### config.mk
export PLATFORM = sky130hd
export DESIGN_NAME = ifetch_unit
export DESIGN_NICKNAME = d
export VERILOG_FILES = /design/src/rtl/ifetch_unit.sv
export SDC_FILE = /design/constraint.sdc
export NUM_CORES = 1
export LEC_CHECK = 0
export CORE_MARGIN = 5
export CORE_UTILIZATION = 40
export CTS_BUF_LIST = sky130_fd_sc_hd__clkbuf_4 sky130_fd_sc_hd__clkbuf_8
export CTS_CLUSTER_SIZE = 30
export DETAILED_ROUTE_END_ITERATION = 6
export HOLD_SLACK_MARGIN = 0.12
export PLACE_DENSITY = 0.72
export SETUP_SLACK_MARGIN = 0.2
export SLEW_MARGIN = 20
export SYNTH_ARGS = -nofsm -noshare
export SYNTH_HDL_FRONTEND = slang
export SYNTH_SLANG_ARGS = --single-unit
### constraint.sdc
create_clock -name clk -period 3.3 [get_ports clk]
set_input_delay 0.495 -clock clk [delete_from_list [all_inputs] [get_ports clk]]
set_output_delay 0.495 -clock clk [all_outputs]
set_load 0.05 [all_outputs]
### src/rtl/ifetch_unit.sv
// ifetch_unit - instruction fetch stage in front of the single-cycle decode/execute core.
//
// Owns the program counter and issues word reads to instruction memory over a
// valid/ready request channel. Responses come back in order with no backpressure.
// Returned words are buffered in a FIFO and handed to decode as {code, pc, pc+4}.
// A redirect (taken branch/jump) flushes the buffer and marks every in-flight
// fetch as stale, so its response is discarded when it arrives.
//
// Parameters
//   RESET_PC         PC loaded on reset
//   FIFO_DEPTH       instruction buffer entries (power of 2, >= 2)
//   MAX_OUTSTANDING  max accepted-but-unanswered imem requests (1..FIFO_DEPTH)
//
// Ports
//   clk, rst         clock (posedge), asynchronous active-high reset
//   imem_req_*       fetch request: valid/ready, word-aligned byte address
//   imem_rsp_*       in-order response: valid, instruction word
//   inst_*           head of instruction buffer toward decode (valid/ready, code, pc, pc+4)
//   redirect*        branch/jump redirect strobe and target (bits [1:0] ignored)
//   fetch_stats      {fetched[15:0], discarded[15:0]}; present only when the
//                    IFETCH_STATS_EN macro is defined
//
// Optional feature macro: IFETCH_STATS_EN

module ifetch_unit #(
  parameter logic [31:0] RESET_PC        = 32'h0000_0000,
  parameter int unsigned FIFO_DEPTH      = 4,
  parameter int unsigned MAX_OUTSTANDING = 2
) (
  input  logic        clk,
  input  logic        rst,
  output logic        imem_req_valid,
  input  logic        imem_req_ready,
  output logic [31:0] imem_req_addr,
  input  logic        imem_rsp_valid,
  input  logic [31:0] imem_rsp_data,
  output logic        inst_valid,
  input  logic        inst_ready,
  output logic [31:0] inst_code,
  output logic [31:0] inst_pc,
  output logic [31:0] inst_pc4,
  input  logic        redirect,
  input  logic [31:0] redirect_pc
`ifdef IFETCH_STATS_EN
  ,
  output logic [31:0] fetch_stats
`endif
);

  localparam int unsigned AW = $clog2(FIFO_DEPTH);
  localparam int unsigned CW = AW + 1;
  localparam int unsigned OW = $clog2(MAX_OUTSTANDING + 1);

  // Architectural / pipeline state
  logic [31:0]   r_pc;
  logic [31:0]   r_rsp_pc;
  logic [AW-1:0] r_head;
  logic [AW-1:0] r_tail;
  logic [CW-1:0] r_count;
  logic [OW-1:0] r_outstanding;
  logic [OW-1:0] r_drop;

  // Instruction buffer storage (no reset; outputs are masked when empty)
  logic [31:0]   r_code_mem [FIFO_DEPTH];
  logic [31:0]   r_pc_mem   [FIFO_DEPTH];

  logic          w_req_fire;
  logic          w_rsp_fire;
  logic          w_push;
  logic          w_pop;
  logic          w_drop_rsp;
  logic          w_req_ok;
  logic [31:0]   w_inflight;
  logic [31:0]   w_redir_pc;
  logic [OW-1:0] w_out_next;
  logic [CW-1:0] w_count_next;

  assign w_redir_pc = redirect_pc & 32'hFFFF_FFFC;

  // Buffer slots already claimed: stored words plus live (non-stale) fetches.
  // Stale fetches will be dropped, so they do not reserve a slot.
  assign w_inflight = 32'(r_count) + 32'(r_outstanding) - 32'(r_drop);
  assign w_req_ok   = (32'(r_outstanding) < MAX_OUTSTANDING) && (w_inflight < FIFO_DEPTH);

  assign imem_req_valid = !rst && w_req_ok;
  assign imem_req_addr  = rst ? '0 : r_pc;

  assign w_req_fire = imem_req_valid && imem_req_ready;
  assign w_rsp_fire = imem_rsp_valid;
  assign w_pop      = inst_valid && inst_ready;

  // A response in the redirect cycle belongs to the old stream and is dropped too.
  assign w_drop_rsp = w_rsp_fire && ((r_drop != '0) || redirect);
  assign w_push     = w_rsp_fire && (r_drop == '0) && !redirect;

  always_comb begin
    w_out_next = r_outstanding;
    if (w_req_fire && !w_rsp_fire) begin
      w_out_next = r_outstanding + OW'(1);
    end else if (!w_req_fire && w_rsp_fire) begin
      w_out_next = r_outstanding - OW'(1);
    end
  end

  always_comb begin
    w_count_next = r_count;
    if (w_push && !w_pop) begin
      w_count_next = r_count + CW'(1);
    end else if (!w_push && w_pop) begin
      w_count_next = r_count - CW'(1);
    end
  end

  always_ff @(posedge clk or posedge rst) begin
    if (rst) begin
      r_pc          <= RESET_PC;
      r_rsp_pc      <= RESET_PC;
      r_head        <= '0;
      r_tail        <= '0;
      r_count       <= '0;
      r_outstanding <= '0;
      r_drop        <= '0;
    end else begin
      r_outstanding <= w_out_next;
      if (redirect) begin
        // Every fetch still in flight after this edge is stale. Requests are
        // sequential from the target, so the next kept response is for w_redir_pc.
        r_pc     <= w_redir_pc;
        r_rsp_pc <= w_redir_pc;
        r_drop   <= w_out_next;
        r_head   <= '0;
        r_tail   <= '0;
        r_count  <= '0;
      end else begin
        if (w_req_fire) begin
          r_pc <= r_pc + 32'd4;
        end
        if (w_push) begin
          r_rsp_pc <= r_rsp_pc + 32'd4;
          r_tail   <= r_tail + AW'(1);
        end
        if (w_pop) begin
          r_head <= r_head + AW'(1);
        end
        r_count <= w_count_next;
        if (w_rsp_fire && (r_drop != '0)) begin
          r_drop <= r_drop - OW'(1);
        end
      end
    end
  end

  always_ff @(posedge clk) begin
    if (w_push) begin
      r_code_mem[r_tail] <= imem_rsp_data;
      r_pc_mem[r_tail]   <= r_rsp_pc;
    end
  end

  assign inst_valid = (r_count != '0);
  assign inst_code  = inst_valid ? r_code_mem[r_head] : '0;
  assign inst_pc    = inst_valid ? r_pc_mem[r_head] : '0;
  assign inst_pc4   = inst_valid ? (r_pc_mem[r_head] + 32'd4) : '0;

`ifdef IFETCH_STATS_EN
  logic [15:0] r_fetched;
  logic [15:0] r_discarded;
  logic [31:0] w_flushed;
  logic [31:0] w_disc_sum;

  // Entries popped in the redirect cycle were consumed by decode, not flushed.
  assign w_flushed  = redirect ? (32'(r_count) - 32'(w_pop)) : 32'd0;
  assign w_disc_sum = 32'(r_discarded) + 32'(w_drop_rsp) + w_flushed;

  always_ff @(posedge clk or posedge rst) begin
    if (rst) begin
      r_fetched   <= '0;
      r_discarded <= '0;
    end else begin
      if (w_push && (r_fetched != '1)) begin
        r_fetched <= r_fetched + 16'd1;
      end
      r_discarded <= (w_disc_sum > 32'h0000_FFFF) ? '1 : w_disc_sum[15:0];
    end
  end

  assign fetch_stats = {r_fetched, r_discarded};
`else
  logic w_unused_drop;
  assign w_unused_drop = w_drop_rsp;
`endif

endmodule

After elaboration in Yosys (flattened, before gate mapping)
Memories as Yosys holds them, arrays and structs flattened.
Cells that the tools add are included.
{ "classes": {"n_addsub": 12, "order_cmp": 2, "muxes": 21, "reduce_logical": 25} }
{ "ops": {"columns": ["op", "n"], "rows": [
  ["32-bit 2-to-1 mux", 8],
  ["32-bit by 3-bit adder with 32-bit output (second input constant)", 3],
  ["32-bit by 3-bit < comparator with 1-bit output (second input constant)", 1],
  ["2-bit 2-to-1 mux", 8],
  ["1-bit logical AND", 11],
  ["2-bit nonzero test", 5],
  ["3-bit 2-to-1 mux", 3],
  ["2-bit by 1-bit adder with 2-bit output (second input constant)", 3],
  ["1-bit zero test", 6],
  ["3-bit nonzero test", 2],
  ["4-bit by 2-bit subtractor with 5-bit output", 1],
  ["3-bit by 2-bit adder with 4-bit output", 1],
  ["2-bit by 1-bit subtractor with 2-bit output (second input constant)", 2],
  ["3-bit by 1-bit adder with 3-bit output (second input constant)", 1],
  ["3-bit by 1-bit subtractor with 3-bit output (second input constant)", 1],
  ["2-bit zero test", 1],
  ["2-bit < comparator (second input constant)", 1],
  ["1-bit 2-to-1 mux", 2]
]} }
{ "word_totals": {"register_bits": 75, "mem_bits_rw": 256, "elab_cells": 69, "n_memories": 2} }
{ "mem_list": {"columns": ["name", "depth", "width", "read_ports", "rd_clocked_by_memory_dff", "wr", "line", "rtl"], "rows": [
  ["r_code_mem", 4, 32, 1, 0, 1, "64", "logic [31:0] r_code_mem [FIFO_DEPTH];"],
  ["r_pc_mem", 4, 32, 1, 0, 1, "65", "logic [31:0] r_pc_mem [FIFO_DEPTH];"]
]} }

Logic depth before layout (Yosys ltp)
Gate-level depths: netlist of run 1.
{ "logic_depth": {"word_depth": 11, "ltp_mapped": 11, "mapped_depth_nobuf": 9} }

Least setup slack after synthesis of run 1
OpenSTA, ideal clock, no wires.
{ "synth_path": {"path_type": "input to output", "from": "input port rst", "to": "output port imem_req_valid", "arrival_ns": 3.057, "required_time_ns": 2.805, "setup_slack_ns": -0.252, "cell_stages": 3, "path_buffers": 0, "cell_sequence": "inv_1 -> nand2_1 -> a21oi_1"} }
{ "synth_via": {"elab_chain_len": 2} }
{ "synth_rtl": {"columns": ["element", "line", "rtl"], "rows": [
  ["start, declared", "31", "input logic rst,"],
  ["1-bit zero test (no source line)", null, null],
  ["1-bit logical AND", "85", "assign imem_req_valid = !rst && w_req_ok;"],
  ["end, declared", "32", "output logic imem_req_valid,"]
]} }
Every way passes these cells.

Final worst setup path of run 1
{ "layout_path": {"from": "register r_head[0]", "to": "output port inst_pc4[27]"} }
{ "layout_via": {"elab_chain_len": 3} }
{ "layout_rtl": {"columns": ["element", "line", "rtl"], "rows": [
  ["start, declared", "57", "logic [AW-1:0] r_head;"],
  ["start signal, assigned", "143", "r_head <= r_head + AW'(1);"],
  ["memory read 4 x 32 bit", null, null],
  ["32-bit by 3-bit adder with 32-bit output", "163", "assign inst_pc4 = inst_valid ? (r_pc_mem[r_head] + 32'd4) : '0;"],
  ["32-bit 2-to-1 mux", "163", null],
  ["end, declared", "41", "output logic [31:0] inst_pc4,"]
]} }
Every way passes these cells.

==> flow_summary.json, run 1 <==
{
  "outcome": "finished with violations",
  "violations": "setup timing",
  "synthDistinctLibCells": 64,
  "ant_nets": 0,
  "worstReg2RegEnd": "r_pc[19]",
  "synthToLayoutAreaGrowth_pct": 32.5,
  "hold_viol": 0,
  "final_util_pct": 53.2,
  "synthCells": 1018,
  "fin_total_pwr_mw": 17.4,
  "cts_hold_buf": 0,
  "async_reset_ff_share_pct": 22.3,
  "hold_slack_ns": 0.556,
  "syn_area_um2": 14600,
  "p_comb_share_pct": 51.8,
  "hold_path_end": "r_code_mem[2][21]",
  "rrSetupSlack_ns": -0.09,
  "core_um2": 36300,
  "clock_latency_ns": 0.58,
  "period_share_pct": 115,
  "pwr-share-seq_pct": 27.7,
  "root_buffer": "clkbuf_8",
  "drt_iter0_drc": 577,
  "grt_pass1_wl_um": 55300,
  "cts_tree": "built",
  "dieHeight_um": 201,
  "start_util_pct": 40.2,
  "grt_antenna_before_repair": 0,
  "cts_buffers": 50,
  "hp-start": "imem_rsp_data[21]",
  "switching_share_pct": 42.0,
  "dieArea_um2": 40300,
  "worstPathMaxFanout": 7,
  "clock_power_share_pct": 20.4,
  "gp_congestion": 0.801,
  "hold_path_class": "in -> reg",
  "maxCapViolCount": 0,
  "power.density_nw_per_um2": 904,
  "timing.fmax_mhz": 265,
  "place_area_um2": 17600,
  "fp.dieW_um": 201,
  "avgSynthCellArea_um2": 14.3,
  "synth.yosys.seq_area_share_pct": 63.3,
  "nets": 1390,
  "ys_ff_latch": 319,
  "min_delay_path_depth": 1,
  "dr.pass1.iters": 5,
  "relSlewSlack_pct": 38.0,
  "reg2reg_depth": 9,
  "instances_no_fill": 1816,
  "remaining_drc_errors": 0,
  "rr_startpoint": "r_drop[1]",
  "place_inst": 1699,
  "finalSetupTns_ns": -6.68,
  "synth_flop_cell": "edfxtp_1",
  "pin_count": 200,
  "worstPathRequired_ns": 2.80,
  "leakagePower_nw": 6.85,
  "pre_cts_slack_ns": -0.0666,
  "clock-sinks": 319,
  "cp.arrival_ns": 3.29,
  "power.switching_mw": 7.32,
  "irDropWorstVdd_mv": 0.439,
  "antenna_cells": 0,
  "rows": 70,
  "synth-edff-count": 248,
  "cts_buffer_depth": 3,
  "drt_wl_total_um": 36200,
  "overflow": 0,
  "ys_warn_count": 0,
  "fin_crit_ns": 3.78,
  "grt_max_degree": 90,
  "report.final.slew_viol_count": 0,
  "fillers": 2932,
  "portBuffers": 191,
  "endpoint_kind": "output port",
  "setup_viol": 31,
  "path_clk_slew_ns": 0.06,
  "avgViaCountPerCell": 5.42,
  "drive_gt1_share_pct": 34.0,
  "grt_setup_unrepaired": "true",
  "grt_pass1_vias": 9861,
  "grt_use_total_pct": 17.0,
  "worstMarginPinSlew_ns": 0.930,
  "wire_per_inst_um": 19.9,
  "dp_hpwl_um": 24300,
  "intPower_mw": 10.1,
  "cp-start-kind": "register",
  "critPathKind": "reg -> out",
  "vias": 9841,
  "stdcell_area_um2": 19300,
  "htree_levels": 2,
  "worst_slack_ns": -0.480,
  "fin_skew_ns": 0.0290
}
[worst max-delay path by stage]
stage,from,slack (ns),endpoint
floorplan,r_drop[1],0.09,imem_req_valid
global placement,r_drop[1],-0.0005,r_pc[31]
detailed placement,r_drop[1],-0.07,r_pc[19]
CTS,r_head[0],-0.48,inst_pc4[31]
global route,r_head[0],-0.58,inst_pc4[31]
finish,r_head[0],-0.48,inst_pc4[27]
[layer usage]
metal  up-vias  routed length (µm)  track usage [%]
met5         -                   0                0
met4         0                 604             4.38
met3        45                3000             3.67
met2       460               16800             26.2
met1      4848               15800             24.8
li1       4488                   -                -
[logic make-up after synthesis]
| kind of cell | count (synthesis) | share of synthesized area, % |
|---|---|---|
| AND/OR/NAND/NOR | 354 | 13.7 |
| flip-flops | 319 | 63.3 |
| AO/OA/AOI/OAI | 130 | 5.53 |
| buffers and inverters | 86 | 3.00 |
| multiplexers | 74 | 10.8 |
| XOR/XNOR | 40 | 2.40 |
| adder cells (fa/ha/maj) | 14 | 1.31 |
| other | 1 | 0.0257 |
[power by group through the flow]
stage                     Clock [mW]  Sequential [mW]  Combinational [mW]
after floorplan                    0             4.82                5.47
after global placement             0             4.92                8.57
after detailed placement           0             4.94                8.61
after CTS                       3.66             4.83                8.85
after global routing            3.85             4.87                9.51
final                           3.57             4.84                9.04
[worst max-delay path, stage by stage, from the launching register on]
cell     delay [ns]
dfrtp_4        0.49
buf_12         0.15
buf_6          0.11
mux4_2         0.41
nand2_4        0.07
or4_4          0.49
buf_12         0.16
or4_4          0.52
a21oi_4        0.16
buf_12         0.15
[registers in the layout, summed over array words and instances, names as in the netlist]
register / flops
r_rsp_pc: 30
r_code_mem: 128
r_outstanding: 2
r_tail: 2
r_pc: 30
r_drop: 2
r_count: 3
r_pc_mem: 120
r_head: 2
[cell type report]
| cell class | instances | area (µm²) | area share (%) |
|---|---|---|---|
| Inverter | 31 | 120 | 0.622 |
| Clock buffer | 71 | 877 | 4.54 |
| Clock inverter | 23 | 229 | 1.19 |
| Timing Repair Buffer | 286 | 2930 | 15.2 |
| Sequential cell | 319 | 9230 | 47.8 |
| Tap cell | 468 | 586 | 3.03 |
| Multi-Input combinational cell | 618 | 5340 | 27.6 |
[synthesized netlist by cell type (all sizes together) (12+ instances only)]
| cell type | number | area [µm²] |
|---|---|---|
| xnor2 | 32 | 280 |
| clkbuf | 36 | 175 |
| dfrtp | 71 | 1780 |
| inv | 31 | 116 |
| mux4 | 61 | 1430 |
| and4 | 13 | 116 |
| or3 | 21 | 135 |
| or4 | 19 | 143 |
| nand2 | 38 | 145 |
| o21ai | 21 | 105 |
| buf | 19 | 145 |
| nor3 | 25 | 125 |
| a31oi | 28 | 175 |
| nand4 | 16 | 106 |
| and3 | 15 | 95.1 |
| and2 | 63 | 397 |
| edfxtp | 248 | 7450 |
| nor2 | 74 | 278 |
| a21oi | 39 | 195 |
| nand3 | 23 | 128 |
| nor2b | 29 | 181 |
| o31ai | 18 | 135 |
| ha | 12 | 150 |
[timing repair]
action | CTS | global route
gates cloned | 2 | 3
pin swaps | 20 | 43
buffers inserted | 9 | 9
gates resized for setup | 71 | 61
endpoints found under the setup margin | 89 | 87
[cells in the final DEF (no fill, tap or decap), types with 6 or more instances in the layout]
master and instances:
buf_12 37, clkinv_2 8, a21oi_4 10, dfrtp_1 69, xor2_1 8, or4_4 10
or3_1 16, nand2_1 35, conb_1 6, clkinv_1 6, nand4_1 15, nor2_2 9
inv_1 25, clkbuf_8 55, o31ai_1 16, clkbuf_4 16, and2_1 60, buf_4 152
nor2_1 65, a21oi_1 25, nor3_1 20, xnor2_1 30, a31oi_1 27, and3_1 9
o21ai_0 20, edfxtp_1 248, and4_1 9, nand3_1 19, clkdlybuf4s50_1 67, nor2b_1 29
or4_1 9, buf_6 16, mux4_2 56, ha_1 11
(Power assumes the default switching activity.)
==> run 2, diff against run 1 <==
--- a/config.mk
+++ b/config.mk
@@ -6,4 +6,5 @@
 export NUM_CORES = 1
 export LEC_CHECK = 0
+export CAP_MARGIN = 20
 export CORE_MARGIN = 5
 export CORE_UTILIZATION = 40
==> constraint.sdc (replaced) <==
create_clock -name clk -period 3.3 [get_ports clk]
set_input_delay 0.33 -clock clk [delete_from_list [all_inputs] [get_ports clk]]
set_output_delay 0.33 -clock clk [all_outputs]
set_load 0.05 [all_outputs]
==> flow_summary.json, run 2 (synthesis results as in run 1) <==
{
  "cp.arrival_ns": 3.28,
  "grt_max_degree": 85,
  "critPathSlowestCell": "or4_1",
  "fin_skew_ns": 0.0326,
  "dp_hpwl_um": 23200,
  "cts_buffer_depth": 3,
  "final_cell_mix": "248 x edfxtp_1, 98 x clkdlybuf4s50_1, 84 x buf_4",
  "hold_viol": 0,
  "antenna_cells": 0,
  "cts_tree": "built",
  "largest_reg_flops": 128,
  "remaining_drc_errors": 0,
  "rows": 70,
  "drt_wl_total_um": 35400,
  "timing.fmax_mhz": 277,
  "timing.critical_path.mode_cell": "buf_12",
  "finalSetupTns_ns": -3.69,
  "hold_path_class": "in -> reg",
  "avgViaCountPerCell": 5.39,
  "report.final.slew_viol_count": 0,
  "clock_latency_ns": 0.56,
  "critPathMaxStageDelay_ns": 0.53,
  "largest_registers": "r_code_mem (128), r_pc_mem (120)",
  "worstPathMaxFanout": 14,
  "ff_latch_area_um2": 9230,
  "start_util_pct": 40.2,
  "grt_setup_unrepaired": "true",
  "place_inst": 1675,
  "hold_slack_ns": 0.408,
  "core_um2": 36300,
  "maxCapViolCount": 0,
  "pin_count": 200,
  "worstPathRequired_ns": 2.97,
  "vias": 9654,
  "htree_levels": 2,
  "worst_slack_ns": -0.315,
  "grt_antenna_before_repair": 0,
  "worstMarginPinSlew_ns": 0.896,
  "violations": "setup timing",
  "cts_buffers": 49,
  "m1WireLength_um": 15700,
  "overflow": 0,
  "fillers": 3030,
  "drive_gt1_share_pct": 26.5,
  "grt_use_total_pct": 16.9,
  "crit_buf_inv": 4,
  "root_buffer": "clkbuf_8",
  "outcome": "finished with violations",
  "leakagePower_nw": 6.65,
  "path_clk_slew_ns": 0.06,
  "dr_wl_met3_um": 2740,
  "cp-start-kind": "register",
  "ant_nets": 0,
  "power.density_nw_per_um2": 889,
  "dieHeight_um": 201,
  "clock-sinks": 319,
  "irDropWorstVdd_mv": 0.392,
  "fin_crit_ns": 3.61,
  "grt_pass1_vias": 10000,
  "final_common_cell": "edfxtp_1",
  "cpLargestDelayFamily": "simple AND/OR/NAND/NOR gates",
  "setup_viol": 26,
  "highest_layer": "met4",
  "wire_per_inst_um": 19.8,
  "wl_met2_um": 16200,
  "endpoint_kind": "output port",
  "fp.dieW_um": 201,
  "grt_pass1_wl_um": 55100,
  "regMostFlops": "r_code_mem",
  "worstPathCellList": "buf_4 > mux4_1 > inv_1 > or4_4 > buf_12 > or4_1 > a21oi_2 > buf_12",
  "relSlewSlack_pct": 40.3,
  "portBuffers": 191,
  "dieArea_um2": 40300,
  "nets": 1369,
  "gp_congestion": 0.834,
  "period_share_pct": 110,
  "instances_no_fill": 1791,
  "critPathKind": "reg -> out",
  "dr.pass1.iters": 4,
  "drt_iter0_drc": 541,
  "synthToLayoutAreaGrowth_pct": 30.0,
  "multi_input_area_um2": 5180
}
-- run 2: cell types whose count changed in the layout (fill, tap and decap cells not counted), moves of 4 or more --
cell,delta
nor2_1,+8
clkbuf_4,+4
clkdlybuf4s50_1,+31
dlygate4sd2_1,+34
buf_6,-8
nor2_2,-8
or3_4,-4
buf_4,-68
a21oi_4,-5
-- run 2: metrics by stage --
| step | area (µm²) | power, mW | worst slack, ns | util (%) |
|---|---|---|---|---|
| finish | 18900 | 16.8 | -0.315 | 52.2 |
| global route | 18900 | 17.6 | -0.408 | 52.2 |
| CTS | 18700 | 16.8 | -0.343 | 51.7 |
| detailed placement | 17500 | 13.4 | -0.0787 | 48.2 |
| global placement | 17500 | 13.4 | 0.0139 | 48.2 |
| floorplan | 14700 | 10.2 | 0.126 | - |
-- run 2: area by class of cell --
type,count,share of cell area [%]
inverter,31,0.634
timing repair buffer,266,14.8
multi-input combinational,618,27.4
tap,468,3.09
clock inverter,15,0.680
clock buffer,74,4.72
sequential,319,48.7
-- run 2: path summary, 6_finish.rpt --
path / startpoint / end / slack, ns / cells after the start
max in group asynchronous: rst / r_head[1] / 2.04 / 3
min in group asynchronous: rst / r_outstanding[1] / 0.58 / 3
worst max-delay path: r_head[0] / inst_pc4[29] / -0.31 / 8
worst min-delay path: imem_rsp_data[25] / r_code_mem[0][25] / 0.41 / 1
worst max register to register: r_drop[1] / r_pc[19] / -0.07 / 9
worst min register to register: r_rsp_pc[23] / r_pc_mem[2][23] / 0.57 / 0
-- run 2: what timing repair did --
| action | CTS | global route |
|---|---|---|
| setup endpoints to repair | 74 | 41 |
| gates resized for setup | 83 | 28 |
| pin swaps | 22 | 16 |
| cloned | 2 | 2 |
| endpoints found under the hold margin | 0 | 0 |
| buffers inserted | 18 | 5 |
| hold buffers | 0 | 0 |
-- run 2: metal layers --
| metal | track usage, % | vias up |
|---|---|---|
| met2 | 26.4 | 395 |
| li1 | - | 4425 |
| met3 | 4.07 | 62 |
| met1 | 24.1 | 4772 |
| met4 | 4.50 | 0 |
| met5 | 0 | - |
-- run 2: power by group --
part / internal (mW) / switching [mW]
sequential: 4.61 / 0.225
combinational: 3.22 / 5.45
clock: 1.89 / 1.45
==> run 3, diff against run 2 <==
- CORE_MARGIN: 5 -> default
- PLACE_DENSITY: 0.72 -> default
- PLACE_DENSITY_LB_ADDON: default -> 0.05
==> flow_summary.json, run 3 (synthesis results as in run 1) <==
{
  "outcome": "finished with violations",
  "violations": "DRC, setup timing",
  "setup_viol": 32,
  "largest_registers": "r_code_mem (128), r_pc_mem (120)",
  "final_cell_mix": "248 x edfxtp_1, 134 x buf_4, 92 x clkdlybuf4s50_1",
  "drt_wl_total_um": 35100,
  "root_buffer": "clkbuf_8",
  "cts_buffers": 54,
  "maxCapViolCount": 0,
  "dr.pass1.iters": 7,
  "critPathKind": "reg -> out",
  "path_clk_slew_ns": 0.06,
  "regMostFlops": "r_code_mem",
  "hold_viol": 0,
  "cp-start-kind": "register",
  "gp_congestion": 0.794,
  "worstPathMaxFanout": 14,
  "grt_pass1_wl_um": 53800,
  "dp_hpwl_um": 22400,
  "avgViaCountPerCell": 5.23,
  "timing.fmax_mhz": 276,
  "rows": 69,
  "pin_count": 200,
  "overflow": 0,
  "synthToLayoutAreaGrowth_pct": 32.8,
  "cts_hold_buf": 0,
  "endpoint_kind": "output port",
  "power.switching_mw": 7.23,
  "fp.dieW_um": 193,
  "cts_tree": "built",
  "period_share_pct": 110,
  "intPower_mw": 10.2,
  "place_inst": 1680,
  "p_comb_share_pct": 51.0,
  "worst_slack_ns": -0.323,
  "dieHeight_um": 193,
  "grt_use_total_pct": 19.0,
  "cp.arrival_ns": 3.29,
  "irDropWorstVdd_mv": 0.580,
  "antenna_cells": 0,
  "hold_path_class": "in -> reg",
  "vias": 9519,
  "grt_antenna_before_repair": 0,
  "hold_slack_ns": 0.366,
  "cts_buffer_depth": 3,
  "drive_gt1_share_pct": 31.3,
  "largest_reg_flops": 128,
  "switching_share_pct": 41.4,
  "ant_nets": 0,
  "instances_no_fill": 1821,
  "dieArea_um2": 37200,
  "clock-sinks": 319,
  "start_util_pct": 40.8,
  "report.final.slew_viol_count": 0,
  "portBuffers": 191,
  "remaining_drc_errors": 19,
  "reg2reg_depth": 10,
  "final_util_pct": 54.1,
  "leakagePower_nw": 6.86,
  "nets": 1402,
  "fin_skew_ns": 0.0246,
  "grt_max_degree": 90,
  "core_um2": 35700,
  "min_delay_path_depth": 3,
  "power.density_nw_per_um2": 902,
  "clock_latency_ns": 0.59,
  "fin_total_pwr_mw": 17.5,
  "fin_crit_ns": 3.62,
  "drt_iter0_drc": 523,
  "stdcell_area_um2": 19400,
  "relSlewSlack_pct": 36.1,
  "pwr-share-seq_pct": 27.6,
  "place_area_um2": 17500,
  "clock_power_share_pct": 21.4,
  "grt_setup_unrepaired": "true",
  "finalSetupTns_ns": -4.09,
  "worstMarginPinSlew_ns": 0.959,
  "fillers": 3032,
  "worstPathRequired_ns": 2.97,
  "htree_levels": 2,
  "final_common_cell": "edfxtp_1",
  "pre_cts_slack_ns": -0.0593,
  "grt_pass1_vias": 9556,
  "wire_per_inst_um": 19.3
}
## run 3: power by group through the flow
| stage | registers (mW) | logic (mW) | clock network, mW |
|---|---|---|---|
| after global placement | 4.93 | 8.40 | 0 |
| after floorplan | 4.82 | 5.42 | 0 |
| after global routing | 4.86 | 9.45 | 4.01 |
| after detailed placement | 4.94 | 8.41 | 0 |
| final | 4.83 | 8.90 | 3.73 |
| after CTS | 4.83 | 8.79 | 3.84 |
## run 3: what timing repair did
item,in CTS,in global routing
gates cloned,1,1
endpoints found under the setup margin,79,56
pin swaps,21,28
resized for setup,75,50
setup buffers,25,16
## run 3: cell type report
class                           instances  area (µm²)  share of cell area (%)
Multi-Input combinational cell        618        5230                    27.0
Sequential cell                       319        9230                    47.7
Clock inverter                         20         200                    1.03
Tap cell                              461         577                    2.98
Timing Repair Buffer                  294        3040                    15.7
Inverter                               31         120                   0.621
Clock buffer                           78         955                    4.93
## run 3: critical path: stages, from the launching register on
cell	delay, ns
dfrtp_4	0.51
buf_6	0.14
buf_12	0.15
mux4_2	0.36
nand4_1	0.11
or4_4	0.53
or4_4	0.56
a21oi_4	0.19
buf_12	0.16
## run 3: worst paths after layout
kind	start	to	slack, ns
min in group asynchronous	rst	r_pc[2]	0.63
setup reg to reg	r_drop[1]	r_pc[23]	-0.14
hold / removal	redirect_pc[20]	r_rsp_pc[20]	0.37
setup / recovery	r_head[0]	inst_pc4[31]	-0.32
hold reg to reg	r_rsp_pc[23]	r_pc_mem[1][23]	0.56
max in group asynchronous	rst	r_head[1]	1.96
## run 3: routing by layer
metal / GRT usage [%] / wire, µm / vias up
met4: 6.45 / 946 / 0
met5: 0 / 0 / -
li1: - / - / 4501
met1: 27.0 / 16000 / 4687
met2: 29.3 / 16000 / 267
met3: 3.42 / 2130 / 64
==> edit: new RTL, settings of run 1 <==
The parameter `FIFO_DEPTH` goes from 4 to 2.
--- a/src/rtl/ifetch_unit.sv
+++ b/src/rtl/ifetch_unit.sv
@@ -24,7 +24,7 @@
 
 module ifetch_unit #(
   parameter logic [31:0] RESET_PC        = 32'h0000_0000,
-  parameter int unsigned FIFO_DEPTH      = 4,
+  parameter int unsigned FIFO_DEPTH      = 2,
   parameter int unsigned MAX_OUTSTANDING = 2
 ) (
   input  logic        clk,
Function: changed (a bounded check fails within 4 cycles, from zero or initial values and one cycle with rst high).
==> edit against run 1 <==
  * Critical path type unchanged
  * Die area fell by 31%
  * Worst setup slack improved by 0.45 ns
  * Wire length fell by 31%
  * The run still ends with negative setup slack left
  * Design area fell by 30%
  * Clock power fell by 58%
  * Sequential cell count fell by 127
  * Total power fell by 62%
  * Synthesized area fell by 33%
==> edit: results (changes against run 1) <==
sta:
  setup_slack_ns: -0.0303  # +0.450 ns
  clock_skew_ns: 0.0217  # -0.00733 ns
  setup_viol: 2  # -94%
  whs_ns: 0.493  # -0.0635 ns
  final.setup.tns_ns: -0.0344  # +6.65 ns
yosys:
  syn_avg_cell_area_um2: 11.7  # -18%
  yosysSeqAreaShare: 0.554  # -0.0786
  synth.distinct_cells: 54  # -16%
  synthArstFlopShare: 0.354  # +0.132
route:
  wl_met1_um: 11800  # -25%
  wl_met3_um: 1110  # -63%
setup_path:
  r2r_end: "r_pc[23]"
  worstPathMaxFanout: 6  # -1
  cp_slowest_cell: "dfrtp_4"
  crit_family: "buffers and inverters"
clocking:
  cts_buffers: 17  # -66%
  insertion_delay_ns: 0.46  # -0.12 ns
hold_path:
  min_from: "r_rsp_pc[29]"
  hold_end: "r_pc_mem[0][29]"
placed_design:
  postPlaceCellArea_mm2: 0.0124  # -29%
  detailed_place_hpwl_um: 17400  # -28%
  gp_congestion: 0.819  # +2.2%
run_status:
  violations: "negative setup slack"
  status: "finished, violations left"
grt:
  grt_pass1_wl_um: 39200  # -29%
  grt_start_max_net_pins: 82  # -8.9%
  grt_pass1_vias: 7270  # -26%
power:
  p_switching_mw: 2.29  # -69%
layout:
  fillers: 1988  # -32%
-- edit: how the worst max path moves through the flow --
stage                  start               end  slack, ns  cells past startpoint
global placement      r_head      inst_pc4[24]       0.21                     10
floorplan           redirect  r_code_mem[0][0]      -0.54                      3
global route          r_head      inst_pc4[28]      -0.15                     10
CTS                   r_head      inst_pc4[21]      -0.06                      9
detailed placement    r_head      inst_pc4[24]       0.19                     10
finish                r_head      inst_pc4[28]      -0.03                     10
-- edit: kinds of logic (layout without fill, tap and decap cells) --
kind of cell    count (synthesis)  count (layout)  share of synthesized area
compound gates                 73              73                     0.0545
xor+xnor                       64              64                     0.0573
fa+ha+maj                       8               8                     0.0118
buf+inv                        61             300                     0.0293
flops                         192             192                      0.554
mux                           107             107                      0.115
other cells                     1               6                   0.000383
simple gates                  330             330                      0.178
-- edit: layout make-up --
cell class              instances  area [um^2]  share of cell area
flip-flops and latches        192         5430               0.401
clock inverters                11          104             0.00766
inverters                      13         48.8             0.00360
repair buffers                255         2730               0.202
clock buffers                  21          277              0.0204
well taps                     324          405              0.0299
multi-input cells             588         4550               0.336
-- edit: power groups by stage --
| stage | Sequential, mW | Clock, mW | Combinational (mW) |
|---|---|---|---|
| final | 2.96 | 1.49 | 2.16 |
| after global routing | 3.00 | 1.65 | 2.30 |
| after CTS | 2.96 | 1.55 | 2.13 |
| after detailed placement | 3.02 | 0 | 2.02 |
| after global placement | 3.00 | 0 | 1.99 |
| after floorplan | 2.96 | 0 | 1.36 |
-- edit: what timing repair did --
| item | CTS | global route |
|---|---|---|
| buffers inserted | 22 | 8 |
| gates resized for setup | 107 | 37 |
| pin swaps | 28 | 21 |
| gates cloned | 1 | 1 |
| setup endpoints to repair | 38 | 45 |
